[src/rtl/switch_ctrl_nq_if.sv]
// Signal bundle between the QSFP inflow side, the RAM readers and switch_ctrl_nq.
// The master modport is the environment side; the slave modport is the controller.
interface switch_ctrl_nq_if #(
    parameter int NUM_Q = 4
);
    localparam int QW = $clog2(NUM_Q);

    logic [NUM_Q-1:0] has_data;
    logic [NUM_Q-1:0] inflow_done;
    logic [NUM_Q-1:0] ram_reader_idle;
    logic [QW-1:0]    inflow_q;
    logic [NUM_Q-1:0] ram_reader_start;
    logic [QW:0]      pending_count;
    logic             stall;

    modport master (
        output has_data,
        output inflow_done,
        output ram_reader_idle,
        input  inflow_q,
        input  ram_reader_start,
        input  pending_count,
        input  stall
    );

    modport slave (
        input  has_data,
        input  inflow_done,
        input  ram_reader_idle,
        output inflow_q,
        output ram_reader_start,
        output pending_count,
        output stall
    );
endinterface

[src/rtl/switch_ctrl_nq.sv]
// N-queue inflow switch controller: steers inflow round-robin across NUM_Q
// RAM queues and launches each queue's RAM reader in fill order once its
// inflow has been committed.
module switch_ctrl_nq #(
    parameter int NUM_Q = 4
) (
    input  logic            clk,
    input  logic            reset,
    switch_ctrl_nq_if.slave bus
);
    localparam int QW = $clog2(NUM_Q);

    logic [QW-1:0]    inflow_q_r;
    logic [QW-1:0]    drain_ptr;
    logic [NUM_Q-1:0] pending;
    logic [NUM_Q-1:0] busy;
    logic [QW:0]      pending_count_r;
    logic             stall_r;
    logic [NUM_Q-1:0] start_r;

    logic [QW-1:0]    next_q;
    logic [QW-1:0]    drain_next;
    logic [NUM_Q-1:0] free;
    logic             do_switch;
    logic             do_start;
    logic [QW-1:0]    inflow_q_n;
    logic [QW-1:0]    drain_ptr_n;
    logic [NUM_Q-1:0] pending_n;
    logic [NUM_Q-1:0] busy_n;
    logic [QW:0]      pending_count_n;
    logic             stall_n;
    logic [NUM_Q-1:0] start_n;

    assign bus.inflow_q         = inflow_q_r;
    assign bus.ram_reader_start = start_r;
    assign bus.pending_count    = pending_count_r;
    assign bus.stall            = stall_r;

    // Switch/start decisions and the next value of every tracking register.
    always_comb begin
        next_q     = (inflow_q_r == QW'(NUM_Q - 1)) ? '0 : inflow_q_r + QW'(1);
        drain_next = (drain_ptr  == QW'(NUM_Q - 1)) ? '0 : drain_ptr  + QW'(1);
        free       = bus.ram_reader_idle & ~busy & ~pending;
        do_switch  = bus.has_data[inflow_q_r] & free[next_q];
        do_start   = pending[drain_ptr] & bus.inflow_done[drain_ptr];

        inflow_q_n      = inflow_q_r;
        drain_ptr_n     = drain_ptr;
        pending_n       = pending;
        busy_n          = busy & bus.ram_reader_idle;
        pending_count_n = pending_count_r;
        start_n         = '0;
        stall_n         = bus.has_data[inflow_q_r] & ~free[next_q];

        // drain_ptr never equals inflow_q while anything is pending, so the
        // set and clear below always touch different bits.
        if (do_switch) begin
            pending_n[inflow_q_r] = 1'b1;
            inflow_q_n            = next_q;
        end
        if (do_start) begin
            pending_n[drain_ptr] = 1'b0;
            busy_n[drain_ptr]    = 1'b1;
            start_n[drain_ptr]   = 1'b1;
            drain_ptr_n          = drain_next;
        end

        if (do_switch && !do_start) begin
            pending_count_n = pending_count_r + (QW+1)'(1);
        end else if (!do_switch && do_start) begin
            pending_count_n = pending_count_r - (QW+1)'(1);
        end
    end

    // State and registered outputs; reset drops all tracking and any strobe.
    always_ff @(posedge clk or posedge reset) begin
        if (reset) begin
            inflow_q_r      <= '0;
            drain_ptr       <= '0;
            pending         <= '0;
            busy            <= '0;
            pending_count_r <= '0;
            stall_r         <= 1'b0;
            start_r         <= '0;
        end else begin
            inflow_q_r      <= inflow_q_n;
            drain_ptr       <= drain_ptr_n;
            pending         <= pending_n;
            busy            <= busy_n;
            pending_count_r <= pending_count_n;
            stall_r         <= stall_n;
            start_r         <= start_n;
        end
    end
endmodule

[src/flat_wrapper.sv]
// flat-port wrapper written by rule: the top's interface ports become plain ports
module switch_ctrl_nq_flat 
#(
    parameter int NUM_Q = 4
)
  (clk, reset, bus_has_data, bus_inflow_done, bus_ram_reader_idle, bus_inflow_q, bus_ram_reader_start, bus_pending_count, bus_stall);
  switch_ctrl_nq_if #(.NUM_Q(NUM_Q)) bus_i ();
  input  logic clk;
  input  logic reset;
  input wire logic [$bits(bus_i.has_data)-1:0] bus_has_data;
  input wire logic [$bits(bus_i.inflow_done)-1:0] bus_inflow_done;
  input wire logic [$bits(bus_i.ram_reader_idle)-1:0] bus_ram_reader_idle;
  output wire logic [$bits(bus_i.inflow_q)-1:0] bus_inflow_q;
  output wire logic [$bits(bus_i.ram_reader_start)-1:0] bus_ram_reader_start;
  output wire logic [$bits(bus_i.pending_count)-1:0] bus_pending_count;
  output wire logic [$bits(bus_i.stall)-1:0] bus_stall;
  assign bus_i.has_data = bus_has_data;
  assign bus_i.inflow_done = bus_inflow_done;
  assign bus_i.ram_reader_idle = bus_ram_reader_idle;
  assign bus_inflow_q = bus_i.inflow_q;
  assign bus_ram_reader_start = bus_i.ram_reader_start;
  assign bus_pending_count = bus_i.pending_count;
  assign bus_stall = bus_i.stall;
  switch_ctrl_nq #(.NUM_Q(NUM_Q)) u_core (.clk(clk), .reset(reset), .bus(bus_i));
endmodule
[config.mk]
export PLATFORM = sky130hd
export DESIGN_NAME = switch_ctrl_nq_flat
export DESIGN_NICKNAME = d
export VERILOG_FILES = /design/src/rtl/switch_ctrl_nq_if.sv /design/src/rtl/switch_ctrl_nq.sv /design/src/flat_wrapper.sv
export SDC_FILE = /design/constraint.sdc
export NUM_CORES = 1
export LEC_CHECK = 0
export BUFFER_PORTS_ARGS = -buffer_cell sky130_fd_sc_hd__buf_2
export CORE_MARGIN = 4
export CORE_UTILIZATION = 55
export DETAILED_ROUTE_END_ITERATION = 16
export PLACE_DENSITY = 0.77
export SLEW_MARGIN = 15
export SYNTH_ARGS = -nofsm -noshare
export SYNTH_HDL_FRONTEND = slang
export SYNTH_SLANG_ARGS = --single-unit
[constraint.sdc]
create_clock -name clk -period 6.9 [get_ports clk]
set_clock_uncertainty 0.2 [all_clocks]
set_input_delay 1.38 -clock clk [delete_from_list [all_inputs] [get_ports clk]]
set_output_delay 1.38 -clock clk [all_outputs]
set_load 0.05 [all_outputs]
==> results of run 1 <==
## stage by stage
step	util	power [mW]	std cells	hold WS [ns]	setup WS, ns
after floorplan	-	0.495	95	0.244	3.45
after global placement	0.676	0.553	141	0.253	3.18
after detailed placement	0.676	0.561	141	0.272	3.16
after CTS	0.705	0.657	145	0.301	3.46
after global routing	0.705	0.702	145	0.330	3.28
final	0.705	0.654	145	0.294	3.45
## state kept, by name, indices dropped and copies added (netlist names)
register,count
u_core.bus.stall,1
u_core.busy,4
u_core.pending,4
u_core.bus.inflow_q,2
u_core.bus.pending_count,3
u_core.bus.ram_reader_start,4
u_core.drain_ptr,2
## cell usage after synthesis, types with 2 or more instances
library cell	number
mux2_1	2
ha_1	9
nor2_1	5
inv_1	10
a21boi_0	3
nor4b_1	2
dfrtp_1	20
nand2_1	14
a22o_1	5
nor4bb_1	2
mux2i_1	4
and2_1	4
xor2_1	2
## final cells by class
| type | instances | area (sq um) |
|---|---|---|
| clock buffers | 3 | 22.5 |
| inverters | 11 | 41.3 |
| repair buffers | 23 | 115 |
| flip-flops and latches | 20 | 500 |
| clock inverters | 1 | 30.0 |
| multi-input cells | 62 | 517 |
| fillers | 143 | 526 |
| well taps | 25 | 31.3 |
## report_power, final
| group | switching (mW) | internal [mW] | leakage (nW) |
|---|---|---|---|
| clock network | 0.0385 | 0.0587 | 0.0279 |
| logic | 0.214 | 0.137 | 0.407 |
| registers | 0.0422 | 0.164 | 0.247 |
## per-layer routing
layer | wire (um) | share of wire | track usage
met2 | 857 | 0.45 | 0.255
met4 | 36 | 0.019 | 0.0936
met1 | 900 | 0.47 | 0.211
met3 | 114 | 0.060 | 0.0285
met5 | 0 | 0 | 0
## cells in the final DEF, fill, tap and decap left out, drive strengths merged
| cell | count |
|---|---|
| nand2 | 14 |
| mux2i | 4 |
| xnor2 | 1 |
| nor4b | 2 |
| xor2 | 2 |
| nor4bb | 2 |
| fa | 1 |
| mux2 | 4 |
| a21boi | 4 |
| buf | 23 |
| nor4 | 1 |
| clkbuf | 3 |
| mux4 | 1 |
| nor3 | 2 |
| inv | 11 |
| ha | 9 |
| bufinv | 1 |
| a22o | 5 |
| nor2 | 5 |
| and2 | 4 |
| dfrtp | 20 |
| o21ai | 1 |
## worst min path at each step
| stage | from | to | slack [ns] | cells past startpoint |
|---|---|---|---|---|
| 5_1_grt | u_core.bus.pending_count[2]$_DFFE_PP0P_ | u_core.bus.pending_count[2]$_DFFE_PP0P_ | 0.33 | 1 |
| 2_1_floorplan | u_core.busy[2]$_DFF_PP0_ | u_core.busy[2]$_DFF_PP0_ | 0.24 | 2 |
| 4_1_cts | u_core.busy[0]$_DFF_PP0_ | u_core.busy[0]$_DFF_PP0_ | 0.30 | 2 |
| 3_5_place_dp | u_core.busy[0]$_DFF_PP0_ | u_core.busy[0]$_DFF_PP0_ | 0.27 | 2 |
| 6_report | u_core.bus.pending_count[2]$_DFFE_PP0P_ | u_core.bus.pending_count[2]$_DFFE_PP0P_ | 0.29 | 1 |
| 3_3_place_gp | u_core.bus.pending_count[2]$_DFFE_PP0P_ | u_core.bus.pending_count[2]$_DFFE_PP0P_ | 0.25 | 1 |
## kinds of logic after synthesis
kind of cell / count (synthesis) / share of synthesized area
AND/OR/NAND/NOR: 30 / 0.156
AO/OA/AOI/OAI: 10 / 0.0733
adder cells (fa/ha/maj): 10 / 0.123
multiplexers: 9 / 0.104
buffers and inverters: 13 / 0.0535
XOR/XNOR: 3 / 0.0245
flip-flops: 20 / 0.466
==> impl_metrics.toml, run 1 <==
[logic_synthesis]
synth_seq_area_share = 0.466
async_flop_share = 1.00
synth_edf_count = 0
synth_cells = 95
syn_avg_cell_area_sq_um = 11.3
synth_warnings = 0
synthFlopType = "dfrtp_1"
synth.area.top_cells = "dfrtp_1 (47%), ha_1 (10%), nand2_1 (4.9%)"
netlist_area_sq_um = 1070
ys_types = 26
ys_ff_latch = 20
synth_top_area_share = 0.466
synth.largest_area_cell = "dfrtp_1"
synth_nets = 119

[critical_path]
crit_start = "bus_ram_reader_idle[3]"
reg2reg_to = "u_core.bus.pending_count[2]$_DFFE_PP0P_"
cp_num_cells = 10
crit_path_start_kind = "primary input"
reg2regPathDepth = 11
crit_slowest_cell = "nor4bb_1"
required_ns = 6.94
cp-end-kind = "flop"
crit_family = "simple AND/OR/NAND/NOR gates"
rrSetupSlack_ns = 3.58
crit_top_cell = "xor2_1"
crit_chain = "buf_2, nor4bb_1, nor4_2, nor3_4, ha_1, inv_1, fa_1, xor2_1, nor2_1, xor2_1"
timing.rr.start = "u_core.bus.inflow_q[0]$_DFFE_PP0P_"
cp_data_arrival_time_ns = 3.49
cp-endpoint = "u_core.bus.pending_count[2]$_DFFE_PP0P_"
path_class = "primary input to flop"
critPathMaxFanout = 7
crit_buf_inv = 2
cpPeakStageDelay_ns = 0.47

[clock_network]
htreeDepth = 1
cts_root_buffer = "clkbuf_4"
postCtsSetupRepairBufs = 0
cts_sinks = 20
clk_latency_ns = 0.31
clk_pin_slew_worst_paths_ns = 0.13
tritoncts = "done"
clock_path_buffers = 2
cts_made_buffers = 3
cts_hold_buf = 0
cts_resized = 0

[floorplanning]
io_pins = 24
dieArea_sq_um = 2730
die_w_um = 52.2
initial_core_util = 0.603
dieHeight_um = 52.2
core_sq_um = 1780
fp-row-count = 15

[timing]
max_freq_mhz = 290
fin_crit_ns = 3.45
period_share = 0.500
slew_headroom = 0.507
tns_ns = 0
rsz0062_at_grt = "no"
hold_violations = 0
finalSetupViolCount = 0
slew_violations = 0
tightest_slew_ns = 0.738

[hold_path]
hold_class = "flop to flop"

[final_layout]
drive_gt1_frac = 0.275
fin_area_sq_um = 1260
syn2layout_area_growth_pct = 17.0
antenna_cells = 0
final_nets = 145

[detailed_routing]
drt_iter0_drc = 13
drcViolationCount = 0
antenna_left = 0
post_drt_wl_per_cell_um = 13.2
vias_per_cell = 5.13
vias = 744
firstDrtPassIters = 4
routed_wirelength_um = 1910

[pwr]
p_leak_nw = 0.683
power_density_nw_per_um2 = 520
vdd_drop_max_uv = 295

[placement]
io_buffers = 23
gp_congestion = 0.774
placedInstanceArea_sq_um = 1200
post-dp-hpwl_um = 1450

[grt]
antenna_found_initial = 0
grt_pass1_vias = 725
grt_pass1_wl_um = 3180
grt_overflow_total = 0
grt_max_degree = 21
grt.total_usage = 0.163

[run_status]
status = "finished clean"

[job]
drv_cap = 0
No activity file was read; power rests on OpenSTA's default activity.
==> run 2, diff against run 1 <==
- ABC_AREA: default -> 1
- CORE_UTILIZATION: 55 -> 47
- PLACE_DENSITY: 0.77 -> 0.69
- clock period: 6.9 -> 3 ns (I/O delays scaled with it)
==> impl_metrics.toml, run 2 <==
[logic_synthesis]
syn_avg_cell_area_sq_um = 9.23
synth_seq_area_share = 0.456
synthFlopType = "dfrtp_1"
synth_cells = 119
synth.area.top_cells = "dfrtp_1 (46%), ha_1 (10%), inv_1 (6.5%)"
ys_types = 20
ys_ff_latch = 20
synth.largest_area_cell = "dfrtp_1"
synth_edf_count = 0
async_flop_share = 1.00
netlist_top_cells_count = "dfrtp_1 (20), inv_1 (19), nand2_1 (18)"
synth_most_common_cell = "dfrtp_1"
netlist_area_sq_um = 1100
synth_top_area_share = 0.456
synth_warnings = 0
synth_nets = 143

[floorplanning]
dieArea_sq_um = 3170
core_sq_um = 2210
fp-row-count = 17
die_w_um = 56.3
initial_core_util = 0.497
io_pins = 24
dieHeight_um = 56.3

[critical_path]
path_class = "flop to flop"
crit_path_start_kind = "flop"
timing.rr.start = "u_core.bus.inflow_q[0]$_DFFE_PP0P_"
cpPeakStageDelay_ns = 0.48
crit_start = "u_core.bus.inflow_q[0]$_DFFE_PP0P_"
critPathMaxFanout = 9
required_ns = 3.00
crit_chain = "ha_1, nor2_1, nand3_1, nand3_4, nand2_4, nor2_8, ha_1, inv_1, fa_1, a21oi_1, o21ai_0, xnor2_1"
cp_data_arrival_time_ns = 2.69
crit_top_cell = "ha_1"
cp-end-kind = "flop"
crit_slowest_cell = "dfrtp_1"

[placement]
post-place-ws_ns = 0.290
gp_congestion = 0.761
io_buffers = 23
post-dp-hpwl_um = 1620

[final_layout]
drive_gt1_frac = 0.269
antenna_cells = 0
syn2layout_area_growth_pct = 15.7
fillers = 207
final_common_cell = "buf_2"
final_nets = 171
mostFrequentLayoutCells = "buf_2 (23), dfrtp_1 (20), inv_1 (19)"

[detailed_routing]
firstDrtPassIters = 4
vias = 847
drt_iter0_drc = 14
antenna_left = 0
post_drt_wl_per_cell_um = 11.7
vias_per_cell = 4.90
routed_wirelength_um = 2020
drcViolationCount = 0

[timing]
setup_ws_ns = 0.302
slew_headroom = 0.505
max_freq_mhz = 371
slew_violations = 0
hold_violations = 0
period_share = 0.899
tns_ns = 0
fin_crit_ns = 2.70
rsz0062_at_grt = "no"
tightest_slew_ns = 0.742
finalSetupViolCount = 0

[run_status]
status = "finished clean"

[clock_network]
clk_latency_ns = 0.30
cts_root_buffer = "clkbuf_4"
cts_sinks = 20
cts_hold_buf = 0
tritoncts = "done"
clock_path_buffers = 2
clk_pin_slew_worst_paths_ns = 0.11
postCtsSetupRepairBufs = 0
htreeDepth = 1
cts_made_buffers = 3
cts_resized = 0

[job]
drv_cap = 0

[hold_path]
hold_class = "primary input to async pin"

[grt]
grt_overflow_total = 0
grt.total_usage = 0.140
grt_max_degree = 21
grt_pass1_vias = 851
grt_pass1_wl_um = 3530
antenna_found_initial = 0
## run 2: metal layers
metal  global-route usage  vias to the layer above  part of all wire
li1                     -                      433                 -
met4               0.0610                        0             0.021
met1                0.173                      392              0.43
met3               0.0299                        5             0.056
met5                    0                        -                 0
met2                0.232                       17              0.49
## run 2: cells by family after synthesis
kind of cell | Yosys count | synth area share
xor+xnor | 2 | 0.0159
simple gates | 47 | 0.239
mux | 1 | 0.0102
buf+inv | 23 | 0.0854
flops | 20 | 0.456
compound gates | 16 | 0.0729
fa+ha+maj | 10 | 0.121
## run 2: area by class of cell
type                            count  area [sq um]  area share
Multi-Input combinational cell     76           504       0.397
Sequential cell                    20           500       0.394
Timing Repair Buffer               23           115      0.0906
Inverter                           23          93.8      0.0738
Tap cell                           28          35.0      0.0276
Clock buffer                        3          22.5      0.0177
## run 2: through the flow
step,instances,utilization,hold slack (ns),area [sq um]
final,173,0.575,0.207,1270
after global routing,173,0.575,0.276,1270
after CTS,173,0.575,0.231,1270
after detailed placement,170,0.564,0.285,1250
after global placement,170,0.564,0.267,1250
after floorplan,119,-,0.248,1100
## run 2: path summary, 6_finish.rpt
check	to	slack, ns	cells past startpoint
setup reg to reg	u_core.bus.pending_count[2]$_DFFE_PP0P_	0.30	12
hold reg to reg	u_core.bus.pending_count[2]$_DFFE_PP0P_	0.30	1
max in group asynchronous	u_core.pending[2]$_DFF_PP0_	1.92	2
setup / recovery	u_core.bus.pending_count[2]$_DFFE_PP0P_	0.30	12
min in group clk	u_core.bus.pending_count[2]$_DFFE_PP0P_	0.30	1
hold / removal	u_core.bus.pending_count[1]$_DFFE_PP0P_	0.21	2
## run 2: critical path: cells and delay by family (launching register included)
kind	cells	cell delay, ns
adders and majority gates	3	0.80
and+or+nand+nor	5	0.66
DFF	1	0.48
AOI/OAI and AO/OA	2	0.27
xor gates and xnor gates	1	0.14
buffers and inverters	1	0.06
Power of run 2 is not shown: default switching activity piles up to over one toggle a cycle in this logic, so the estimate is an artifact.
==> run 3, diff against run 2 <==
--- a/config.mk
+++ b/config.mk
@@ -11,2 +11,3 @@
 export CORE_UTILIZATION = 47
+export CTS_BUF_LIST = sky130_fd_sc_hd__clkbuf_16
 export DETAILED_ROUTE_END_ITERATION = 16
--- a/constraint.sdc
+++ b/constraint.sdc
@@ -4,2 +4,2 @@
 set_output_delay 0.6 -clock clk [all_outputs]
-set_load 0.05 [all_outputs]
+set_load 0.005 [all_outputs]
==> impl_metrics.toml, run 3 (synthesis results as in run 2) <==
[critical_path]
cp-end-kind = "flop"
crit_path_start_kind = "flop"
cp_data_arrival_time_ns = 2.64
path_class = "flop to flop"
critPathMaxFanout = 9
required_ns = 2.93

[timing]
tns_ns = 0
setup_ws_ns = 0.290
fin_crit_ns = 2.71
period_share = 0.903
hold_violations = 0
rsz0062_at_grt = "no"
finalSetupViolCount = 0
slew_violations = 0
slew_headroom = 0.500
max_freq_mhz = 369
tightest_slew_ns = 0.749

[detailed_routing]
vias_per_cell = 4.95
routed_wirelength_um = 2120
antenna_left = 0
vias = 857
post_drt_wl_per_cell_um = 12.2
firstDrtPassIters = 4
drcViolationCount = 0
drt_iter0_drc = 15

[final_layout]
final_nets = 171
final_common_cell = "buf_2"
drive_gt1_frac = 0.269
fillers = 201
antenna_cells = 0
syn2layout_area_growth_pct = 20.5
mostFrequentLayoutCells = "buf_2 (23), dfrtp_1 (20), inv_1 (19)"

[clock_network]
cts_sinks = 20
postCtsSetupRepairBufs = 0
cts_hold_buf = 0
cts_root_buffer = "clkbuf_16"
tritoncts = "done"
clk_pin_slew_worst_paths_ns = 0.05
htreeDepth = 1
clk_latency_ns = 0.25
cts_made_buffers = 3
cts_resized = 0
clock_path_buffers = 2

[run_status]
status = "finished clean"

[grt]
grt_pass1_vias = 852
grt_max_degree = 21
grt.total_usage = 0.147
antenna_found_initial = 0
grt_overflow_total = 0
grt_pass1_wl_um = 3660

[placement]
post-place-ws_ns = 0.290
gp_congestion = 0.761
post-dp-hpwl_um = 1620
io_buffers = 23

[hold_path]
hold_class = "primary input to async pin"

[floorplanning]
core_sq_um = 2210
dieArea_sq_um = 3170
io_pins = 24
dieHeight_um = 56.3
die_w_um = 56.3
initial_core_util = 0.497
fp-row-count = 17

[pwr]
vdd_drop_max_uv = 772
p_leak_nw = 0.703
power_density_nw_per_um2 = 1210

[job]
drv_cap = 0
==> run 3: cell types whose count changed in the layout (fill, tap and decap cells not counted) <==
cell,delta
clkbuf_4,-3
clkbuf_16,+3
==> run 3: stage by stage <==
step                      total power [mW]  hold WS (ns)  instance area, sq um  utilization  cells
final                                 1.60         0.277                  1320        0.598    173
after global routing                  1.76         0.295                  1320        0.598    173
after CTS                             1.62         0.285                  1320        0.598    173
after detailed placement              1.34         0.285                  1250        0.564    170
after global placement                1.32         0.267                  1250        0.564    170
after floorplan                       1.14         0.248                  1100            -    119
==> run 3: critical path, stage by stage (launching register included) <==
cell and delay (ns):
dfrtp_1 0.46, ha_1 0.27, nor2_1 0.20, nand3_1 0.15, nand3_4 0.14, nand2_4 0.07, nor2_8 0.10, ha_1 0.15
inv_1 0.06, fa_1 0.38, a21oi_1 0.15, o21ai_0 0.12, xnor2_1 0.14
==> run 3: final timing paths <==
check | start | to | slack [ns] | cells after the start
max | u_core.bus.inflow_q[0]$_DFFE_PP0P_ | u_core.bus.pending_count[2]$_DFFE_PP0P_ | 0.29 | 12
min | reset | u_core.bus.pending_count[2]$_DFFE_PP0P_ | 0.28 | 2
max reg2reg | u_core.bus.inflow_q[0]$_DFFE_PP0P_ | u_core.bus.pending_count[2]$_DFFE_PP0P_ | 0.29 | 12
min reg2reg | u_core.bus.pending_count[2]$_DFFE_PP0P_ | u_core.bus.pending_count[2]$_DFFE_PP0P_ | 0.28 | 1
max in group asynchronous | reset | u_core.busy[1]$_DFF_PP0_ | 1.85 | 2
min in group clk | u_core.bus.pending_count[2]$_DFFE_PP0P_ | u_core.bus.pending_count[2]$_DFFE_PP0P_ | 0.28 | 1
==> run 3: per-layer routing <==
layer | track usage | wire (um) | vias up
met3 | 0.0368 | 110 | 2
li1 | - | - | 432
met4 | 0.0610 | 10 | 0
met1 | 0.178 | 904 | 409
met2 | 0.245 | 1090 | 14
met5 | 0 | 0 | -
==> run 3: layout make-up <==
class	count	area (sq um)	area share
multi-input combinational	76	504	0.381
sequential	20	500	0.378
timing repair buffer	23	115	0.0870
inverter	23	93.8	0.0709
clock buffer	3	75.1	0.0567
tap	28	35.0	0.0265
==> run 3: power breakdown <==
group | total, mW | switching [mW] | internal (mW)
Clock | 0.261 | 0.0861 | 0.175
Sequential | 0.492 | 0.0928 | 0.399
Combinational | 0.850 | 0.509 | 0.341
Total | 1.60 | 0.688 | 0.916
